File: src/rtl/fibo_gen_param.sv
// -----------------------------------------------------------------------------
// fibo_gen_param
//
// Parametrised, handshaked Fibonacci sequence generator. A start request in
// IDLE latches two seeds and a term count; the generator then streams that many
// terms of the sequence over a valid/ready output, one term per transfer.
// A carry out of the WIDTH-bit adder is flagged on the sticky overflow output.
//
// Build option:
//   FIBO_WRAP_EN  undefined (default): a term produced with a carry is never
//                 presented; the sequence ends early once that term would be
//                 next.
//                 defined: arithmetic wraps modulo 2^WIDTH and exactly
//                 num_terms terms are always emitted.
//
// Parameters:
//   WIDTH      term width in bits (adder is WIDTH+1 bits internally)
//   CNT_W      width of the term count and index
//
// Ports:
//   clk        rising-edge clock
//   reset      synchronous, active-low reset
//   start      request a new sequence (sampled only in IDLE)
//   seed0      first term F0 (sampled with start)
//   seed1      second term F1 (sampled with start)
//   num_terms  number of terms to emit (sampled with start)
//   out_ready  consumer accepts fibo_term this cycle
//   out_valid  fibo_term holds a valid term
//   fibo_term  current term
//   term_idx   index of fibo_term, starting at 0
//   busy       high whenever the generator is not IDLE
//   done       one-cycle pulse when a sequence ends
//   overflow   sticky adder carry flag for the current sequence
//
// Handshake: a transfer happens on a rising edge where out_valid and out_ready
// are both 1. out_valid never depends on out_ready, and while out_valid is high
// without out_ready, fibo_term and term_idx hold their values indefinitely.
// -----------------------------------------------------------------------------
module fibo_gen_param #(
   parameter int WIDTH = 8,
   parameter int CNT_W = 8
) (
   input  logic             clk,
   input  logic             reset,
   input  logic             start,
   input  logic [WIDTH-1:0] seed0,
   input  logic [WIDTH-1:0] seed1,
   input  logic [CNT_W-1:0] num_terms,
   input  logic             out_ready,
   output logic             out_valid,
   output logic [WIDTH-1:0] fibo_term,
   output logic [CNT_W-1:0] term_idx,
   output logic             busy,
   output logic             done,
   output logic             overflow
);

`ifdef FIBO_WRAP_EN
   localparam bit WRAP_EN = 1'b1;
`else
   localparam bit WRAP_EN = 1'b0;
`endif

   typedef enum logic [1:0] {
      IDLE = 2'd0,
      RUN  = 2'd1,
      DONE = 2'd2
   } state_t;

   state_t state, state_nxt;

   logic [WIDTH-1:0] a;        // current term, shown on fibo_term
   logic [WIDTH-1:0] b;        // next term
   logic             b_ovf;    // b was produced with a carry
   logic [CNT_W-1:0] idx;
   logic [CNT_W-1:0] len;
   logic             ovf;

   logic [WIDTH:0]   sum;
   logic             load;
   logic             xfer;

   assign sum = {1'b0, a} + {1'b0, b};

   // State register
   always_ff @(posedge clk) begin
      if (!reset) begin
         state <= IDLE;
      end else begin
         state <= state_nxt;
      end
   end

   // Next-state and control strobes
   always_comb begin
      state_nxt = state;
      load      = 1'b0;
      xfer      = 1'b0;
      case (state)
         IDLE: begin
            if (start) begin
               load      = 1'b1;
               state_nxt = (num_terms != '0) ? RUN : DONE;
            end
         end
         RUN: begin
            if (out_ready) begin
               xfer = 1'b1;
               if (idx == len - CNT_W'(1)) begin
                  state_nxt = DONE;
               end else if (b_ovf && !WRAP_EN) begin
                  // The term about to move into a is corrupt: stop before
                  // presenting it. overflow was set when b was produced.
                  state_nxt = DONE;
               end
            end
         end
         DONE: begin
            state_nxt = IDLE;
         end
         default: begin
            state_nxt = IDLE;
         end
      endcase
   end

   // Datapath
   always_ff @(posedge clk) begin
      if (!reset) begin
         a     <= '0;
         b     <= '0;
         b_ovf <= 1'b0;
         idx   <= '0;
         len   <= '0;
         ovf   <= 1'b0;
      end else if (load) begin
         a     <= seed0;
         b     <= seed1;
         b_ovf <= 1'b0;
         idx   <= '0;
         len   <= num_terms;
         ovf   <= 1'b0;
      end else if (xfer) begin
         a     <= b;
         b     <= sum[WIDTH-1:0];
         b_ovf <= sum[WIDTH];
         idx   <= idx + CNT_W'(1);
         if (sum[WIDTH]) begin
            ovf <= 1'b1;
         end
      end
   end

   assign out_valid = (state == RUN);
   assign fibo_term = a;
   assign term_idx  = idx;
   assign busy      = (state != IDLE);
   assign done      = (state == DONE);
   assign overflow  = ovf;

endmodule

File: config.mk
export PLATFORM = sky130hd
export DESIGN_NAME = fibo_gen_param
export DESIGN_NICKNAME = d
export VERILOG_FILES = /design/src/rtl/fibo_gen_param.sv
export SDC_FILE = /design/constraint.sdc
export NUM_CORES = 1
export LEC_CHECK = 0
export ABC_AREA = 1
export CORE_AREA = 2 2 72 74
export DETAILED_ROUTE_END_ITERATION = 12
export DIE_AREA = 0 0 74 76
export PLACE_DENSITY = 0.8
export SLEW_MARGIN = 20
export SYNTH_ARGS = -nofsm -noshare
export SYNTH_HDL_FRONTEND = slang
export SYNTH_SLANG_ARGS = --single-unit
export TNS_END_PERCENT = 1
File: constraint.sdc
create_clock -name clk -period 1.5 [get_ports clk]
set_input_delay 0.15 -clock clk [delete_from_list [all_inputs] [get_ports clk]]
set_output_delay 0.15 -clock clk [all_outputs]
set_load 0.01 [all_outputs]
==> parameters.txt <==
Parameter                              Value

Global route
  Total congestion overflow    0
  Pin count of the biggest net entering global routing    17
  First-pass GRT wire length    9.98 mm
  Overall track demand over capacity in global routing    22.5%
  Initial antenna violation count    0
  Via count of the first global-routing pass    2391

Clock network
  TritonCTS clock tree    built
  Clk buf depth    2
  Source-to-sink clock delay at the later pin of the worst-skew pair    0.30 ns
  CTS clock-pin slew for the worst setup and hold paths    0.07 ns
  Clock Sink Count    36
  Total clock buffers created by CTS    5
  Clock Root Buffer    sky130_fd_sc_hd__clkbuf_8
  Deepest level of the CTS H-tree    2

Finish
  Final core utilization    64.7%
  Area growth from synthesis to layout    47.0%
  Filler Cell Count    428
  Cell area after layout    3180 um2
  Number of nets in the finished design    445
  Antenna cells    0
  Total area of multi-input combinational cells    1340 um2
  Ratio of cells with drive above 1 in the final layout    22.4%
  Area taken by flip-flops and latches    739 um2

Worst setup path
  Largest driver fanout on the critical path    2
  Reg2reg end    b[6]
  Critical Path Sink Type    flip-flop
  Crit Path Category    flip-flop to flip-flop
  Critical path data required time    1.69 ns
  Worst Path Arrival    1.79 ns
  Minimum setup slack among reg-to-reg paths    -0.10 ns
  FF-to-FF Start    fibo_term[0]
  Type of element launching the critical path    flip-flop
  Count of cells along the worst register-to-register path    10

Drt
  WL/cell    12.6 um
  Routed vias/inst    4.93
  DRT Pass-1 Iters    7
  Drt initial violations    142
  ANT nets after route    0
  Routed vias    2353
  Final wirelength    6.02 mm
  DRC Markers    0

Logic synthesis
  Cell types occupying the most area after synthesis    sky130_fd_sc_hd__dfxtp_1 (33%), sky130_fd_sc_hd__nand2_1 (15%), sky130_fd_sc_hd__inv_1 (7.1%), sky130_fd_sc_hd__a21oi_1 (6.2%), sky130_fd_sc_hd__ha_1 (5.8%)
  Cell type contributing the most total cell area after synthesis    sky130_fd_sc_hd__dfxtp_1
  Post-synth EDFFs    0
  Post-synthesis cell count    323
  Ys async rst share    0%
  Most repeated cell in the gate-level netlist after synthesis    sky130_fd_sc_hd__nand2_1
  Total standard cell area after synthesis    2160 um2
  Number of synthesized register bits    36
  Post-synthesis cell type count    34
  Average footprint of a synthesized cell    6.70 um2
  Flip-flop cell with the highest count after synthesis    sky130_fd_sc_hd__dfxtp_1
  Sequential element share of the synthesized area    33.3%
  Yosys warns    0
  Fraction of post-synthesis cell area in the top cell type by area    33.3%
  Commonest cells in the netlist    sky130_fd_sc_hd__nand2_1 (87), sky130_fd_sc_hd__inv_1 (41), sky130_fd_sc_hd__dfxtp_1 (36)
  Post-synthesis net count    362

Die
  Vertical extent of the die    76 um
  Starting density of the core    44.0%
  I/O pin total    48
  Area enclosed by the die boundary    5620 um2
  Width of the die    74 um
  Core Footprint    4910 um2
  Site row count    26

Outcome
  Status    finished with violations
  Violations in the final reports    negative setup slack

Timing
  Summed negative setup slack over all endpoints    -0.497 ns
  Final-report hold violation count    0
  Final Cycle Share    107%
  Final period demand of the worst path    1.60 ns
  Smallest setup slack after layout    -0.104 ns
  Pin slew with the least headroom to its limit    0.277 ns
  Worst-case headroom to the max-slew limit    81.3%
  Clock Skew    0.00356 ns
  Post-Route Hold Slack    0.414 ns
  Highest clock frequency the design can meet    624 MHz
  Unrepaired setup endpoints after global routing    yes
  Final slew viol count    0
  Final setup violation count    8

Place
  Placed cell areas    2970 um2
  Detailed Place HPWL    4.28 mm
  Count of buffers inserted at the top-level ports    47
  Post-Place Setup Slack    -0.103 ns
  Weighted congestion at the end of routability-driven global placement    0.889

Hold path
  Hold path endpoint    fibo_term[0]
  Origin of the worst min-delay path    seed0[0]
  Worst Hold Depth    3
  Hold crit path type    input pin to flip-flop

Job
  Number of max-cap violations    0

Pwr
  Static Leakage    1.39 nW
  VDD IR max    0.000542 V
  Total power divided by cell area    893 nW/um2
==> flip-flops by register name, summed over array words and instances (netlist names) <==
name / cells
overflow: 1
state: 2
fibo_term: 8
b: 8
len: 8
term_idx: 8
b_ovf: 1
==> area by class of cell <==
class / count / share of cell area, %
Clock buffer: 6 / 2.60
Clock inverter: 2 / 0.315
Inverter: 47 / 5.63
Multi-Input combinational cell: 233 / 42.3
Sequential cell: 36 / 23.3
Tap cell: 70 / 2.75
Timing Repair Buffer: 83 / 23.2
==> critical path, stage by stage (launching register included) <==
cell                       delay [ns]
sky130_fd_sc_hd__dfxtp_4         0.36
sky130_fd_sc_hd__ha_4            0.13
sky130_fd_sc_hd__inv_2           0.04
sky130_fd_sc_hd__fa_2            0.34
sky130_fd_sc_hd__inv_2           0.08
sky130_fd_sc_hd__nand4_1         0.07
sky130_fd_sc_hd__o211ai_1        0.13
sky130_fd_sc_hd__or2_4           0.17
sky130_fd_sc_hd__nand3_2         0.05
sky130_fd_sc_hd__nand2_1         0.06
sky130_fd_sc_hd__a21oi_1         0.06
==> cells by family after synthesis <==
kind of cell	synth area share (%)
xor+xnor	1.21
flops	33.3
fa+ha+maj	6.71
compound gates	16.8
simple gates	31.9
buf+inv	10.0
==> placed cells by master, fill, tap and decap left out, drive strengths merged, types with 3 or more instances in the layout <==
cell type	count
nand2	89
inv	46
clkdlybuf4s50	44
buf	36
dfxtp	36
nor2	29
a21oi	27
o21ai	22
nand3	19
ha	10
a31oi	9
clkbuf	6
nand4	6
nor3	4
dlygate4sd2	3
or2	3
clkinv	3
==> worst max path at each step <==
stage | startpoint | to | slack [ns] | depth (start not counted)
after floorplan | fibo_term[0] | b[6] | -0.02 | 10
after global placement | b[0] | b[6] | -0.03 | 10
after detailed placement | b[5] | b[6] | -0.10 | 7
after CTS | fibo_term[0] | b[6] | -0.09 | 10
after global routing | fibo_term[0] | b[6] | -0.18 | 10
final | fibo_term[0] | b[6] | -0.10 | 10
==> metrics by stage <==
stage,std cells,power (mW)
finish,477,2.84
global route,477,3.02
CTS,476,2.80
detailed placement,468,2.04
global placement,468,2.01
floorplan,323,1.65
==> metal layers <==
metal / track usage, % / share of wire [%]
met4: 11.8 / 3.4
met3: 5.03 / 6.1
met1: 24.7 / 41
met2: 39.1 / 50
met5: 0 / 0
==> report_power, final <==
part / leakage [nW] / switching, mW / internal (mW)
logic: 1.04 / 0.511 / 0.475
registers: 0.301 / 0.0790 / 1.04
clock network: 0.0510 / 0.367 / 0.367
==> what timing repair did <==
item,4_1_cts,5_1_grt
gates resized for setup,17,17
endpoints found under the setup margin,12,19
cloned,0,0
pin swaps,8,5
hold buffers,0,0
buffers inserted,0,1
Note: power is estimated with default switching activity, not from simulation.
